File: src/rtl/subtrator_serial_pkg.sv
// Shared definitions for the bit-serial subtractor: default width and FSM state encoding.
package subtrator_serial_pkg;
    localparam int N_DEF = 4;

    typedef enum logic [1:0] {
        OCIOSO  = 2'd0,
        CALCULA = 2'd1,
        FIM     = 2'd2
    } estado_t;
endpackage

File: src/rtl/subtrator_1bit.sv
// Combinational full-subtractor cell: D = X - Y - BE, BS is the borrow out.
module subtrator_1bit (
    input  logic X,
    input  logic Y,
    input  logic BE,
    output logic D,
    output logic BS
);
    assign D  = X ^ Y ^ BE;
    assign BS = (~X & Y) | (~X & BE) | (Y & BE);
endmodule

File: src/rtl/subtrator_serial.sv
// Bit-serial N-bit subtractor: A - B processed LSB-first, one bit per clock,
// through a single full-subtractor cell with a registered borrow.
module subtrator_serial
    import subtrator_serial_pkg::*;
#(
    parameter int N = N_DEF
) (
    input  logic         clk,
    input  logic         rst_n,
    input  logic         inicio,
    input  logic [N-1:0] A,
    input  logic [N-1:0] B,
    output logic         ocupado,
    output logic         pronto,
    output logic [N-1:0] D,
    output logic         SB
);
    localparam int              CW     = (N > 1) ? $clog2(N) : 1;
    localparam logic [CW-1:0]   ULTIMO = CW'(N - 1);

    estado_t         r_estado;
    logic [N-1:0]    r_a;
    logic [N-1:0]    r_b;
    logic [N-1:0]    r_d;
    logic [CW-1:0]   r_cnt;
    logic            r_borrow;
    logic            r_sb;
    logic            r_ocupado;
    logic            r_pronto;
    logic            w_d;
    logic            w_bs;

    subtrator_1bit u_cell (
        .X  (r_a[0]),
        .Y  (r_b[0]),
        .BE (r_borrow),
        .D  (w_d),
        .BS (w_bs)
    );

    always_ff @(posedge clk or negedge rst_n) begin
        if (!rst_n) begin
            r_estado  <= OCIOSO;
            r_a       <= '0;
            r_b       <= '0;
            r_d       <= '0;
            r_cnt     <= '0;
            r_borrow  <= 1'b0;
            r_sb      <= 1'b0;
            r_ocupado <= 1'b0;
            r_pronto  <= 1'b0;
        end else begin
            case (r_estado)
                OCIOSO: begin
                    r_pronto <= 1'b0;
                    if (inicio) begin
                        r_a       <= A;
                        r_b       <= B;
                        r_borrow  <= 1'b0;
                        r_cnt     <= '0;
                        r_ocupado <= 1'b1;
                        r_estado  <= CALCULA;
                    end
                end
                CALCULA: begin
                    // Difference bits enter at the MSB so bit 0 lands in D[0] after N shifts.
                    r_a      <= r_a >> 1;
                    r_b      <= r_b >> 1;
                    r_d      <= {w_d, r_d[N-1:1]};
                    r_borrow <= w_bs;
                    r_cnt    <= r_cnt + 1'b1;
                    if (r_cnt == ULTIMO) begin
                        r_sb      <= w_bs;
                        r_ocupado <= 1'b0;
                        r_pronto  <= 1'b1;
                        r_estado  <= FIM;
                    end
                end
                FIM: begin
                    r_pronto <= 1'b0;
                    r_estado <= OCIOSO;
                end
                default: begin
                    r_ocupado <= 1'b0;
                    r_pronto  <= 1'b0;
                    r_estado  <= OCIOSO;
                end
            endcase
        end
    end

    assign ocupado = r_ocupado;
    assign pronto  = r_pronto;
    assign D       = r_d;
    assign SB      = r_sb;
endmodule

File: config.mk
export PLATFORM = sky130hd
export DESIGN_NAME = subtrator_serial
export DESIGN_NICKNAME = d
export VERILOG_FILES = /design/src/rtl/subtrator_serial_pkg.sv /design/src/rtl/subtrator_1bit.sv /design/src/rtl/subtrator_serial.sv
export SDC_FILE = /design/constraint.sdc
export NUM_CORES = 1
export LEC_CHECK = 0
export CAP_MARGIN = 20
export CORE_ASPECT_RATIO = 0.7
export CORE_MARGIN = 2
export CORE_UTILIZATION = 44
export CTS_BUF_LIST = sky130_fd_sc_hd__clkbuf_16
export DETAILED_ROUTE_END_ITERATION = 16
export HOLD_SLACK_MARGIN = 0.1
export PLACE_DENSITY = 0.72
export REMOVE_ABC_BUFFERS = 1
export SLEW_MARGIN = 10
export SYNTH_ARGS = -nofsm -noshare
export SYNTH_HDL_FRONTEND = slang
export SYNTH_SLANG_ARGS = --single-unit
File: constraint.sdc
create_clock -name clk -period 1.25 [get_ports clk]
set_input_delay 0.25 -clock clk [delete_from_list [all_inputs] [get_ports clk]]
set_output_delay 0.25 -clock clk [all_outputs]
set_load 0.03 [all_outputs]
==> impl_metrics.yaml <==
final_layout:
  drive_gt1_share_pct: 29.0
  design_area_sq_um: 1220
  areaGrowthSynthToFinish_pct: 31.0
  diodes: 0
  nNetsFinal: 122
routing:
  vias: 676
  first_pass_iters: 10
  ant_nets: 0
  viasPerCell: 5.24
  wl_per_cell_um: 13.0
  first_iter_violations: 15
  drt_wl_total_um: 1680
  route.detailed.drc: 1
worst_setup_path:
  crit_buf_inv: 1
  arrival_ps: 1330
  path_cells: "ha_2, inv_1, nor2_4, mux2_2"
  cp_max_fo: 3
  worstReg2RegStart: "r_cnt[0]$_DFFE_PN0P_"
  reg2reg_to: "SB$_DFFE_PN0P_"
  critPathRequiredTime_ps: 1380
  worstSetupEndpoint: "SB$_DFFE_PN0P_"
  reg2reg_slack_ps: 50
  cp_top_family: "flip-flops"
  cpMaxStageDelayCell: "dfrtp_1"
  crit_path_end_kind: "flip-flop"
  criticalPathCategory: "flip-flop to flip-flop"
  cp.depth: 4
  slowest_delay_ps: 360
  cp-start-kind: "flip-flop"
  crit_path_start: "r_cnt[0]$_DFFE_PN0P_"
  r2r_cells: 4
floorplan:
  core-area_sq_um: 1920
  fp-row-count: 13
  die_width_um: 58.9
  io_pins: 18
  die-area_sq_um: 2500
  initial_core_util_pct: 48.4
  die_y_um: 42.4
sta:
  fin_tns_setup_ps: 0
  maxSlewHeadroom_pct: 82.8
  period_needed_ps: 1200
  fmax_mhz: 834
  worstMarginPinSlew_ps: 257
  skew_ps: 1.93
  rsz0062_at_grt: "no"
  drv_slew: 0
  setup_viol: 0
  final_hold_viol_count: 0
  fin_crit_sh_pct: 95.9
yosys:
  yosys.area.top_type_share_pct: 53.9
  netlist_area_sq_um: 928
  yosys-top-cells-count: "dfrtp_1 (20), nand2_1 (14), nor2_1 (7)"
  yosysSeqAreaShare_pct: 53.9
  synth_cell_types: 29
  yosys_warnings: 0
  synth_enable_flop_cells: 0
  yosysMostFrequentCell: "dfrtp_1"
  synthTopCellsByArea: "dfrtp_1 (54%), nand2_1 (5.7%), o221a_1 (3.6%)"
  synthArstFlopShare_pct: 100
  synth_top_cell_by_area: "dfrtp_1"
  ys_ff_latch: 20
  synth_top_flop_cell: "dfrtp_1"
  synth_cells: 82
  syn_area_per_cell_sq_um: 11.3
cts:
  cts_root_buf: "clkbuf_16"
  cts_made_buffers: 3
  post-cts-setup-buffers: 0
  clk_latency_ps: 240
  htreeDepth: 1
  clock_path_buffers: 2
  clock-sinks: 20
  path_clk_slew_ps: 50
  cts_tree: "yes"
grt:
  gr-usage-all-layers_pct: 16.3
  antenna_found_initial: 0
  grt_pass1_wl_um: 3000
  grt_pass1_vias: 650
  grt_max_degree: 21
  gr-total-overflow: 0
place:
  dp_hpwl_um: 1340
  placed_cell_area_sq_um: 1130
  gp_congestion: 0.796
  port_buffers: 17
run:
  drv_cap: 0
power:
  p_leak_nw: 0.553
  ir_drop_mv: 1.62
  p_per_area_nw_per_um2: 2680
hold_path:
  hold_path_class: "input pin to asynchronous set/reset pin"
run_status:
  violations: "DRC"
  status: "finished, violations left"
-- power breakdown --
part           switching (W)  internal (W)  leakage [nW]  total [W]
logic               0.000738      0.000726         0.273    0.00146
registers           0.000219      0.000951         0.243    0.00117
clock network       0.000201      0.000420        0.0370   0.000622
total                0.00116       0.00210         0.553    0.00326
-- area by class of cell --
type / instances / area, sq um
inverter: 3 / 11.3
timing repair buffer: 26 / 220
tap: 22 / 27.5
sequential: 20 / 502
clock buffer: 3 / 75.1
fill: 161 / 703
multi-input combinational: 55 / 380
-- cell families after synthesis --
family	Yosys count	share of synthesized area, %
adders and majority gates	2	3.50
muxes	1	1.21
and+or+nand+nor	33	19.0
AOI/OAI and AO/OA	19	16.7
buffers and inverters	7	5.66
DFF	20	53.9
-- worst register-to-register path: cells and delay by family, from the launching register on --
kind / cells / cell delay [ps]
buf+inv: 1 / 80
mux: 1 / 330
simple gates: 1 / 110
fa+ha+maj: 1 / 190
flops: 1 / 360
-- state kept, by name, indices dropped and copies added, names as in the netlist --
signal and count:
r_cnt 2, r_a 4, r_estado 2, r_borrow 1, pronto 1, r_b 4, ocupado 1, D 4
SB 1
-- how the worst min path moves through the flow --
stage	start	to
floorplan	rst_n	D[0]$_DFFE_PN0P_
global placement	D[0]$_DFFE_PN0P_	D[0]$_DFFE_PN0P_
detailed placement	D[0]$_DFFE_PN0P_	D[0]$_DFFE_PN0P_
CTS	rst_n	r_a[2]$_DFFE_PN0P_
global route	rst_n	D[0]$_DFFE_PN0P_
finish	rst_n	r_a[2]$_DFFE_PN0P_
-- cells in the final DEF (no fill, tap or decap), drive strengths merged --
| cell | instances |
|---|---|
| dfrtp | 20 |
| buf | 16 |
| nand2 | 14 |
| clkdlybuf4s50 | 10 |
| nor2 | 9 |
| o21ai | 6 |
| nand3b | 4 |
| o221a | 4 |
| inv | 3 |
| clkbuf | 3 |
| nor3 | 2 |
| a22o | 2 |
| nand2b | 2 |
| a211oi | 2 |
| and2b | 2 |
| o21ba | 1 |
| a21boi | 1 |
| o22ai | 1 |
| o21bai | 1 |
| mux2 | 1 |
| a21oi | 1 |
| fa | 1 |
| ha | 1 |
-- metal layers --
metal | wire length [um] | vias up | global-route usage, % | part of all wire, %
met3 | 100 | 0 | 7.41 | 6.0
li1 | - | 337 | - | -
met2 | 691 | 15 | 24.0 | 41
met5 | 0 | - | 0 | 0
met1 | 885 | 324 | 23.6 | 53
met4 | 0 | 0 | 0 | 0
-- metrics by stage --
stage | total power [W] | hold WS [ps] | utilization [%] | std cells | worst slack (ps)
3_3_place_gp | 0.00260 | 459 | 59.1 | 126 | -142
6_report | 0.00326 | 342 | 63.4 | 129 | 51.6
2_1_floorplan | 0.00208 | -45.6 | - | 78 | 8.94
3_5_place_dp | 0.00264 | 466 | 59.1 | 126 | -173
5_1_grt | 0.00351 | 391 | 63.4 | 129 | 2.84
4_1_cts | 0.00329 | 346 | 63.2 | 129 | 24.4
-- timing repair --
item	4_1_cts	5_1_grt
cloned	0	0
hold buffers	0	0
gates resized for setup	1	2
endpoints found under the setup margin	1	4
Note: power is estimated with default switching activity, not from simulation.
==> RTL edit: new RTL, config.mk and constraints unchanged <==
The package constant `N_DEF` goes from 4 to 8.
--- a/src/rtl/subtrator_serial_pkg.sv
+++ b/src/rtl/subtrator_serial_pkg.sv
@@ -1,6 +1,6 @@
 // Shared definitions for the bit-serial subtractor: default width and FSM state encoding.
 package subtrator_serial_pkg;
-    localparam int N_DEF = 4;
+    localparam int N_DEF = 8;
 
     typedef enum logic [1:0] {
         OCIOSO  = 2'd0,
Ports: changed (resized A, B and D); port bits go from 18 to 30. The function was not compared with the original's and may differ.
==> RTL edit against the original RTL <==
  * The run ends with negative setup slack left
  * Die area is 57% higher
  * Cell area rose by 74%
  * Global-route usage grew 2.6 points
  * Total power rose by 65%
  * Routed wire length grew 93%
  * Sequential cell count rose by 13
  * Synthesized area rose by 63%
  * Worst setup slack lost 90 ps
  * Hold slack better by 5.5 ps
  * Count of clock-buffer cells in the layout up 2
  * Synthesized cell count grew 65%
==> RTL edit: results (changes against the original RTL) <==
| Metric | Value |
|---|---|
| Slew headroom | `81.1% (-1.7 points)` |
| Post-CTS setup buffer count | `1 (+1)` |
| Placed Area | `1920 um^2 (+69%)` |
| Pins Over Slew Limit | `0 (unchanged)` |
| Post-DR vias/cell | `5.10 (-2.6%)` |
| CTS buffer count | `5 (+2)` |
| Mux contribution to synthesized area | `0.994% (-0.22 points)` |
| Failing checks | `negative setup slack` |
| Post-synthesis sequential area ratio | `54.7% (+0.77 points)` |
| Top Metal Used | `met4` |
| Grt met3 use | `6.48% (-0.93 points)` |
| VDD IR max | `1.24 mV (-23%)` |
| CP Max Fanout | `2 (-1)` |
| Met1 usage | `24.6% (+1.0 points)` |
| GP Congestion | `0.736 (-7.6%)` |
| Met1 Routed Length | `1600 um (+80%)` |
| First-pass GRT wire length | `5330 um (+78%)` |
| Leading post-synthesis cells by cell area | `dfrtp_1 (55%), nand2_1 (6.2%), nand3b_1 (4.5%)` |
| Leakage power | `0.964 nW (+74%)` |
| Post-Place Worst Slack | `-200 ps (-27.7 ps)` |
| Sequential group power | `1.87 mW (+60%)` |
| Setup TNS | `-38.0 ps (-38.0 ps)` |
| Post-synthesis adder-cell area fraction | `2.98% (-0.52 points)` |
| Status | `finished, violations left` |
| Fin nets | `205 (+68%)` |
| Synth Area per Inst | `11.2 um^2 (-1.2%)` |
| Dpl cells | `220 (+75%)` |
| Sequential Power Share | `34.8% (-1.1 points)` |
| Initial DRC Count | `34 (+19)` |
| Most frequent cells after synthesis | `dfrtp_1 (33), nand2_1 (25), nor2_1 (10)` |
| Final setup margin | `-38.0 ps (-89.5 ps)` |
| Routed WL | `3230 um (+93%)` |
| Clock skew | `1.73 ps (-0.199 ps)` |
| Setup violators final | `1 (+1)` |
| Routed WL per cell | `14.0 um (+7.6%)` |
| Vias in the first global route | `1151 (+77%)` |
| Crit path DAT | `1440 ps (+110 ps)` |
| Post-cts repair resize count | `3 (+2)` |
| Cell-internal power | `3.45 mW (+64%)` |
| PortBufs | `29 (+12)` |
| Met2 Use GR | `29.3% (+5.3 points)` |
| Compound-cell area share of the yosys netlist | `17.4% (+0.69 points)` |
| H-tree lvl count | `2 (+1)` |
| Clock power share | `20.9% (+1.8 points)` |
| Largest net degree at the start of global routing | `34 (+62%)` |
| GRT Total Usage | `19.0% (+2.6 points)` |
| Drt pass-1 iters | `4 (-6)` |
## RTL edit: cell types whose count changed in the layout (fill, tap and decap cells not counted), sizes merged, moves of 2 or more
cell           delta
o221a             +5
a211oi            +3
nor3              +3
buf              +15
clkdlybuf4s50     +7
nand2            +11
nor2              +5
clkinv            +3
clkbuf            +2
nand3b            +5
dfrtp            +13
## RTL edit: worst min-delay path by stage
stage	start	endpoint	depth (start not counted)	slack, ps
floorplan	rst_n	D[0]	0	-50
global placement	D[0]	D[0]	2	460
detailed placement	D[0]	D[0]	2	470
CTS	rst_n	r_a[5]	2	360
global route	rst_n	r_a[6]	2	370
finish	rst_n	r_a[6]	2	350
## RTL edit: cell type report
class	instances	area, um^2
fillers	242	1090
multi-input cells	92	657
clock inverters	3	12.5
inverters	2	7.51
well taps	47	58.8
clock buffers	5	125
repair buffers	49	432
flip-flops and latches	33	826
## RTL edit: worst max-delay path: stages, from the launching register on
cell	delay (ps)
dfrtp_1	390
ha_2	190
ha_2	170
and2_4	140
mux2_4	290
